## config.mk

```make
export PLATFORM = sky130hd
export DESIGN_NAME = updown_wrap_monitor
export DESIGN_NICKNAME = d
export VERILOG_FILES = /design/src/rtl/updown_pkg.sv /design/src/rtl/updown_step_classify.sv /design/src/rtl/updown_wrap_monitor.sv
export SDC_FILE = /design/constraint.sdc
export NUM_CORES = 1
export LEC_CHECK = 0
export ABC_AREA = 1
export CORE_UTILIZATION = 40
export DETAILED_ROUTE_END_ITERATION = 12
export PLACE_DENSITY_LB_ADDON = 0.08
export SYNTH_ARGS = -nofsm -noshare
export SYNTH_HDL_FRONTEND = slang
export SYNTH_SLANG_ARGS = --single-unit
```

## constraint.sdc

```tcl
create_clock -name clk -period 3.9 [get_ports clk]
set_input_delay 0.78 -clock clk [delete_from_list [all_inputs] [get_ports clk]]
set_output_delay 0.78 -clock clk [all_outputs]
set_load 0.01 [all_outputs]
```

## src/rtl/updown_pkg.sv

```systemverilog
// updown_pkg: shared width default, FSM state and step-class types for the up/down counter and its monitor.
package updown_pkg;
    localparam int CNT_W = 3;
    typedef enum logic {PRIME, TRACK} state_e;
    typedef enum logic [1:0] {STEP_HOLD, STEP_UP, STEP_DOWN, STEP_ERR} step_e;
endpackage

```

## src/rtl/updown_step_classify.sv

```systemverilog
// updown_step_classify: classifies one counter step from the previous sample and flags wrap-around.
module updown_step_classify
    import updown_pkg::*;
#(
    parameter int CNT_W = updown_pkg::CNT_W
) (
    input  logic [CNT_W-1:0] prev_cnt_i,
    input  logic [CNT_W-1:0] cnt_i,
    input  logic             prev_up_i,
    output step_e            step_o,
    output logic             wrap_o
);
    logic [CNT_W-1:0] delta;
    assign delta = cnt_i - prev_cnt_i;
    always_comb begin
        step_o = (delta == '0)                     ? STEP_HOLD :
                 (delta == CNT_W'(1) && prev_up_i)  ? STEP_UP   :
                 (delta == '1 && !prev_up_i)        ? STEP_DOWN : STEP_ERR;
        wrap_o = (step_o == STEP_UP && cnt_i == '0) || (step_o == STEP_DOWN && cnt_i == '1);
    end
endmodule

```

## src/rtl/updown_wrap_monitor.sv

```systemverilog
// updown_wrap_monitor: watches the up/down counter, pulses on wraps and illegal steps,
// keeps a signed lap count and a saturating error count.
module updown_wrap_monitor
    import updown_pkg::*;
#(
    parameter int CNT_W = updown_pkg::CNT_W,
    parameter int LAP_W = 8,
    parameter int ERR_W = 4
) (
    input  logic             clk,
    input  logic             reset,
    input  logic [CNT_W-1:0] count_in,
    input  logic             up_in,
    input  logic             lap_clr,
    output logic             wrap_up,
    output logic             wrap_down,
    output logic             step_err,
    output logic [LAP_W-1:0] lap_count,
    output logic [ERR_W-1:0] err_count,
    output logic             primed
);
    state_e           state_q, state_d;
    logic [CNT_W-1:0] prev_cnt_q;
    logic             prev_up_q;
    logic             wrap_up_q, wrap_down_q, step_err_q;
    logic             wrap_up_d, wrap_down_d, step_err_d;
    logic [LAP_W-1:0] lap_q, lap_d;
    logic [ERR_W-1:0] err_q, err_d;
    step_e            step_cls;
    logic             wrap;

    updown_step_classify #(.CNT_W(CNT_W)) u_cls (
        .prev_cnt_i(prev_cnt_q),
        .cnt_i     (count_in),
        .prev_up_i (prev_up_q),
        .step_o    (step_cls),
        .wrap_o    (wrap)
    );

    always_ff @(posedge clk or posedge reset) begin
        if (reset) state_q <= PRIME;
        else       state_q <= state_d;
    end

    // PRIME only lasts for the first edge after reset; nothing but reset leaves TRACK
    always_comb begin
        state_d = (state_q == PRIME) ? TRACK : state_q;
    end

    always_comb begin
        wrap_up_d   = state_q == TRACK && step_cls == STEP_UP && wrap;
        wrap_down_d = state_q == TRACK && step_cls == STEP_DOWN && wrap;
        step_err_d  = state_q == TRACK && step_cls == STEP_ERR;
        lap_d       = lap_clr ? '0 : lap_q + LAP_W'(wrap_up_d) - LAP_W'(wrap_down_d);
        err_d       = (step_err_d && err_q != '1) ? err_q + ERR_W'(1) : err_q;
    end

    always_ff @(posedge clk or posedge reset) begin
        if (reset) begin
            prev_cnt_q  <= '0;
            prev_up_q   <= 1'b0;
            wrap_up_q   <= 1'b0;
            wrap_down_q <= 1'b0;
            step_err_q  <= 1'b0;
            lap_q       <= '0;
            err_q       <= '0;
        end else begin
            prev_cnt_q  <= count_in;
            prev_up_q   <= up_in;
            wrap_up_q   <= wrap_up_d;
            wrap_down_q <= wrap_down_d;
            step_err_q  <= step_err_d;
            lap_q       <= lap_d;
            err_q       <= err_d;
        end
    end

    assign wrap_up   = wrap_up_q;
    assign wrap_down = wrap_down_q;
    assign step_err  = step_err_q;
    assign lap_count = lap_q;
    assign err_count = err_q;
    assign primed    = state_q == TRACK;
endmodule

```

==> impl_metrics.ini, run 1 <==
[run_status]
outcome = finished, final reports clean

[timing]
timing.hold.ws_ns = 0.559
skew_ns = 0.0114
hold_violations = 0
setup-tns-final_ns = 0
post-route-period-util_pct = 93.8
rsz0062_at_grt = no
worst_pin_slew_ns = 0.757
drv_slew = 0
period_needed_ns = 3.66
finalSetupViolCount = 0
relSlewSlack_pct = 49.5
fmaxAchievable_mhz = 273

[finish]
fill_cells = 278
n_antenna_cell = 0
nNetsFinal = 188
multi_input_area_um2 = 579
regArea_um2 = 500
final_area_um2 = 1540
drive_above_1_share_pct = 11.9
layout_common_cells = inv_1, nand2_1, clkdlybuf4s50_1
syn_to_final_growth_pct = 32.2

[floorplanning]
core_area_um2 = 2760
die-height_um = 55.9
start_util_pct = 42.2
rows = 19
die_w_um = 55.9
die-area_um2 = 3130
ios = 23

[grt]
grt_pass1_vias = 978
overflow = 0
gr-usage-all-layers_pct = 16.1
grt_pass1_wl_mm = 3.94
antenna_found_initial = 0
grt_max_degree = 21

[clock_network]
cts_made_buffers = 3
cts_resized = 0
post_cts_buffers = 0
clk_latency_ns = 0.30
clock_sinks = 20
cts_buffer_depth = 2
path_clk_slew_ns = 0.12
hold_buffers = 0
h-tree-depth = 1
cts_tree = yes
root_buffer = clkbuf_4

[worst_setup_path]
required_ns = 4.10
crit_path_end_kind = flip-flop
max_stage_delay_ns = 0.51
crit_chain = clkdlybuf4s50_1 > inv_1 > ha_1 > fa_1 > o21a_1 > a21boi_2 > nand2_1 > nand3b_1 > ha_1 > inv_1 > ha_1 > fa_2 > nand3_1 > nand2_1 > o21ai_0 > a21oi_1
startpoint = count_in[0]
crit_fanout = 4
reg2regPathDepth = 14
reg2reg_slack_ns = 0.91
cp_common_cell = ha_1
worstPathArrival_ns = 3.86
start_kind = input pin
crit_cells = 16
r2r_start = prev_cnt_q[0]$_DFF_PP0_
rr_endpoint = lap_count[4]$_DFF_PP0_
crit_end = lap_count[4]$_DFF_PP0_
worst-path-buf-inv = 3
critical_path_class = input pin to flip-flop
worst_path_max_delay_cell = fa_1
critPathTopFamily = adder cells

[synthesis]
ys_types = 25
syn_area_per_cell_um2 = 8.68
ys_seq_elements = 20
synth_top_cells_by_area = dfrtp_1, ha_1, inv_1
netlist_area_um2 = 1160
synth_area_leader_cell = dfrtp_1
synth_fp_nets = 153
yosysSeqAreaShare_pct = 43.0
yosysWarnings = 0
synth_top_area_share_pct = 43.0
netlist_instances = 134

[placed_design]
placed_area_um2 = 1480
port_buffers = 22
dp_hpwl_mm = 1.74
gp_congestion = 0.859

[min_path]
min_path_type = flip-flop to flip-flop

[pwr]
power_density_nw_per_um2 = 437
ir_drop_uv = 373
p_leak_nw = 0.772
p_total_uw = 673

[run]
drv_cap = 0

[detailed_routing]
drc = 0
vias = 1017
drt-initial-drc-count = 24
dr.pass1.iters = 4
vias_per_cell = 5.11
ant_nets = 0
routedWlPerCell_um = 11.1
wl_mm = 2.22
## kinds of logic (layout without fill, tap and decap cells)
| kind of cell | Yosys count | in the layout | share of synthesized area [%] |
|---|---|---|---|
| simple gates | 58 | 58 | 24.2 |
| buf+inv | 23 | 57 | 7.42 |
| xor+xnor | 3 | 3 | 2.26 |
| other cells | 1 | 1 | 0.322 |
| fa+ha+maj | 12 | 12 | 14.2 |
| compound gates | 17 | 17 | 8.60 |
| flops | 20 | 20 | 43.0 |
## worst min-delay path by stage
stage,endpoint,start,depth (start not counted)
after floorplan,err_count[1]$_DFFE_PP0P_,err_count[1]$_DFFE_PP0P_,2
after CTS,err_count[1]$_DFFE_PP0P_,err_count[1]$_DFFE_PP0P_,2
after detailed placement,err_count[1]$_DFFE_PP0P_,err_count[1]$_DFFE_PP0P_,2
final,err_count[1]$_DFFE_PP0P_,err_count[1]$_DFFE_PP0P_,2
after global routing,err_count[1]$_DFFE_PP0P_,err_count[1]$_DFFE_PP0P_,2
after global placement,err_count[1]$_DFFE_PP0P_,err_count[1]$_DFFE_PP0P_,2
## power breakdown
part | switching [mW] | internal [mW] | leakage [nW]
Clock | 0.0648 | 0.104 | 0.0279
Combinational | 0.112 | 0.123 | 0.485
Sequential | 0.0312 | 0.238 | 0.259
## sequential cells by signal, summed over array words and instances, names as in the netlist
| signal | cells |
|---|---|
| prev_cnt_q | 3 |
| step_err | 1 |
| lap_count | 8 |
| wrap_down | 1 |
| wrap_up | 1 |
| primed | 1 |
| err_count | 4 |
| prev_up_q | 1 |
## synthesized netlist by cell type, drive strengths merged
cell type and count:
o21ai 4, fa 2, xor2 2, dfrtp 20, o21a 1, or2 1, nand3b 1, nand4 5
nor2 9, nand3 13, a21boi 2, a31oi 1, nor3 3, a21oi 8, inv 23, a21o 1
nand2 26, xnor2 1, conb 1, ha 10
## layer usage
layer  track usage (%)  share of wire, %  routed length, um
met1              17.1                42                920
met5                 0                 0                  0
met2              29.8                54               1190
met4              9.41               1.4                 31
met3              2.56               3.3                 72
## worst min-delay path, stage by stage, from the launching register on
cell and delay, ns:
dfrtp_1 0.41, nand2_1 0.07, nand2_1 0.06
## cell type report
class | instances | area share [%]
repair buffers | 30 | 18.2
clock buffers | 3 | 1.46
clock inverters | 1 | 1.95
inverters | 23 | 5.61
flip-flops and latches | 20 | 32.5
multi-input cells | 91 | 37.7
well taps | 31 | 2.52
## metrics by stage
| stage | instances | util [%] | worst slack [ns] |
|---|---|---|---|
| floorplan | 134 | - | 0.457 |
| global placement | 195 | 53.8 | -0.0453 |
| detailed placement | 195 | 53.8 | -0.158 |
| CTS | 199 | 55.7 | 0.199 |
| global route | 199 | 55.8 | 0.0158 |
| finish | 199 | 55.8 | 0.243 |
Note: power is estimated with default switching activity, not from simulation.
==> inputs of run 2 (changes only) <==
CORE_MARGIN = 2   (was unset)
CORE_UTILIZATION = 54   (was 40)
clock period = 4.7 ns   (was 3.9 ns; I/O delays follow)
==> impl_metrics.ini, run 2 (synthesized netlist as in run 1, its figures left out) <==
[worst_setup_path]
worstPathArrival_ns = 4.21
reg2reg_slack_ns = 1.53
critical_path_class = input pin to flip-flop
rr_endpoint = lap_count[6]$_DFF_PP0_
start_kind = input pin
reg2regPathDepth = 14
r2r_start = prev_cnt_q[0]$_DFF_PP0_
required_ns = 4.90
crit_path_end_kind = flip-flop
startpoint = count_in[0]
crit_fanout = 4

[timing]
post-route-period-util_pct = 85.2
rsz0062_at_grt = no
worst_pin_slew_ns = 0.753
relSlewSlack_pct = 49.7
period_needed_ns = 4.01
hold_violations = 0
finalSetupViolCount = 0
fmaxAchievable_mhz = 250
skew_ns = 0.00514
setup-tns-final_ns = 0
drv_slew = 0

[clock_network]
cts_made_buffers = 3
post_cts_buffers = 0
h-tree-depth = 1
cts_buffer_depth = 2
cts_resized = 0
hold_buffers = 0
cts_tree = yes
clock_sinks = 20
clk_latency_ns = 0.30
root_buffer = clkbuf_4
path_clk_slew_ns = 0.11

[floorplanning]
ios = 23
die_w_um = 50.4
core_area_um2 = 2000
die-area_um2 = 2540
start_util_pct = 58.1
rows = 16
die-height_um = 50.4

[detailed_routing]
vias_per_cell = 5.23
vias = 978
dr.pass1.iters = 4
drt-initial-drc-count = 16
routedWlPerCell_um = 11.8
drc = 0
wl_mm = 2.21
ant_nets = 0

[min_path]
min_path_type = flip-flop to flip-flop
hold_start = err_count[1]$_DFFE_PP0P_
holdPathEnd = err_count[1]$_DFFE_PP0P_
hold_path_depth = 2

[finish]
drive_above_1_share_pct = 6.88
syn_to_final_growth_pct = 24.9
layout_common_cells = inv_1, nand2_1, clkdlybuf4s50_1
largest_reg_flops = 8
fin_util_pct = 72.6
fill_cells = 143
n_antenna_cell = 0
nNetsFinal = 180

[grt]
antenna_found_initial = 0
grt_max_degree = 21
gr-usage-all-layers_pct = 20.5
grt_pass1_wl_mm = 3.88
overflow = 0
grt_pass1_vias = 941

[pwr]
seq_power_share_pct = 43.8
power_density_nw_per_um2 = 352
p_clk_share_pct = 19.1
comb_power_share_pct = 37.1
p_sw_uw = 171
p_leak_nw = 0.727
p_int_uw = 341
ir_drop_uv = 283
p_sw_share_pct = 33.4

[placed_design]
gp_congestion = 0.875
dp_hpwl_mm = 1.78
port_buffers = 22

[run]
drv_cap = 0

[run_status]
outcome = finished, final reports clean
## run 2: worst max-delay path, stage by stage
cell,delay (ns)
clkdlybuf4s50_1,0.50
inv_1,0.07
ha_1,0.21
fa_1,0.50
o21a_1,0.17
a21boi_2,0.23
nand2_1,0.08
nand3b_1,0.16
ha_1,0.28
inv_1,0.04
ha_1,0.19
fa_1,0.42
nand4_1,0.15
nand3_1,0.09
o21ai_1,0.13
nor2_1,0.05
## run 2: power groups by stage
| stage | sequential (mW) | clock (mW) | combinational [mW] |
|---|---|---|---|
| floorplan | 0.236 | 0 | 0.105 |
| global placement | 0.226 | 0 | 0.184 |
| detailed placement | 0.228 | 0 | 0.191 |
| CTS | 0.224 | 0.103 | 0.192 |
| global route | 0.229 | 0.110 | 0.215 |
| finish | 0.224 | 0.0979 | 0.190 |
## run 2: area by class of cell
class | count | area, um^2 | area share (%)
Multi-Input combinational cell | 91 | 577 | 39.7
Sequential cell | 20 | 500 | 34.4
Timing Repair Buffer | 22 | 220 | 15.1
Inverter | 23 | 86.3 | 5.94
Clock buffer | 4 | 36.3 | 2.50
Tap cell | 27 | 33.8 | 2.32
## run 2: worst max path at each step
stage,endpoint,slack (ns),cells past startpoint
6_report,lap_count[6]$_DFF_PP0_,0.69,16
5_1_grt,lap_count[6]$_DFF_PP0_,0.49,16
4_1_cts,lap_count[6]$_DFF_PP0_,0.69,16
3_5_place_dp,lap_count[6]$_DFF_PP0_,0.36,16
3_3_place_gp,lap_count[6]$_DFF_PP0_,0.48,16
2_1_floorplan,lap_count[6]$_DFF_PP0_,1.10,15
## run 2: routing by layer
layer	wire (um)	share of wire, %	global-route usage [%]
met1	865	39	21.3
met4	54	2.4	9.46
met2	1200	54	39.0
met5	0	0	0
met3	86	3.9	3.87
## run 2: metrics by stage
step / instance area [um^2] / hold slack [ns] / setup WS, ns / total power [mW] / cells
3_3_place_gp: 1420 / 0.516 / 0.477 / 0.410 / 183
2_1_floorplan: 1160 / 0.554 / 1.10 / 0.341 / 134
5_1_grt: 1450 / 0.611 / 0.486 / 0.554 / 187
6_report: 1450 / 0.552 / 0.695 / 0.512 / 187
3_5_place_dp: 1420 / 0.520 / 0.360 / 0.418 / 183
4_1_cts: 1450 / 0.552 / 0.690 / 0.519 / 187
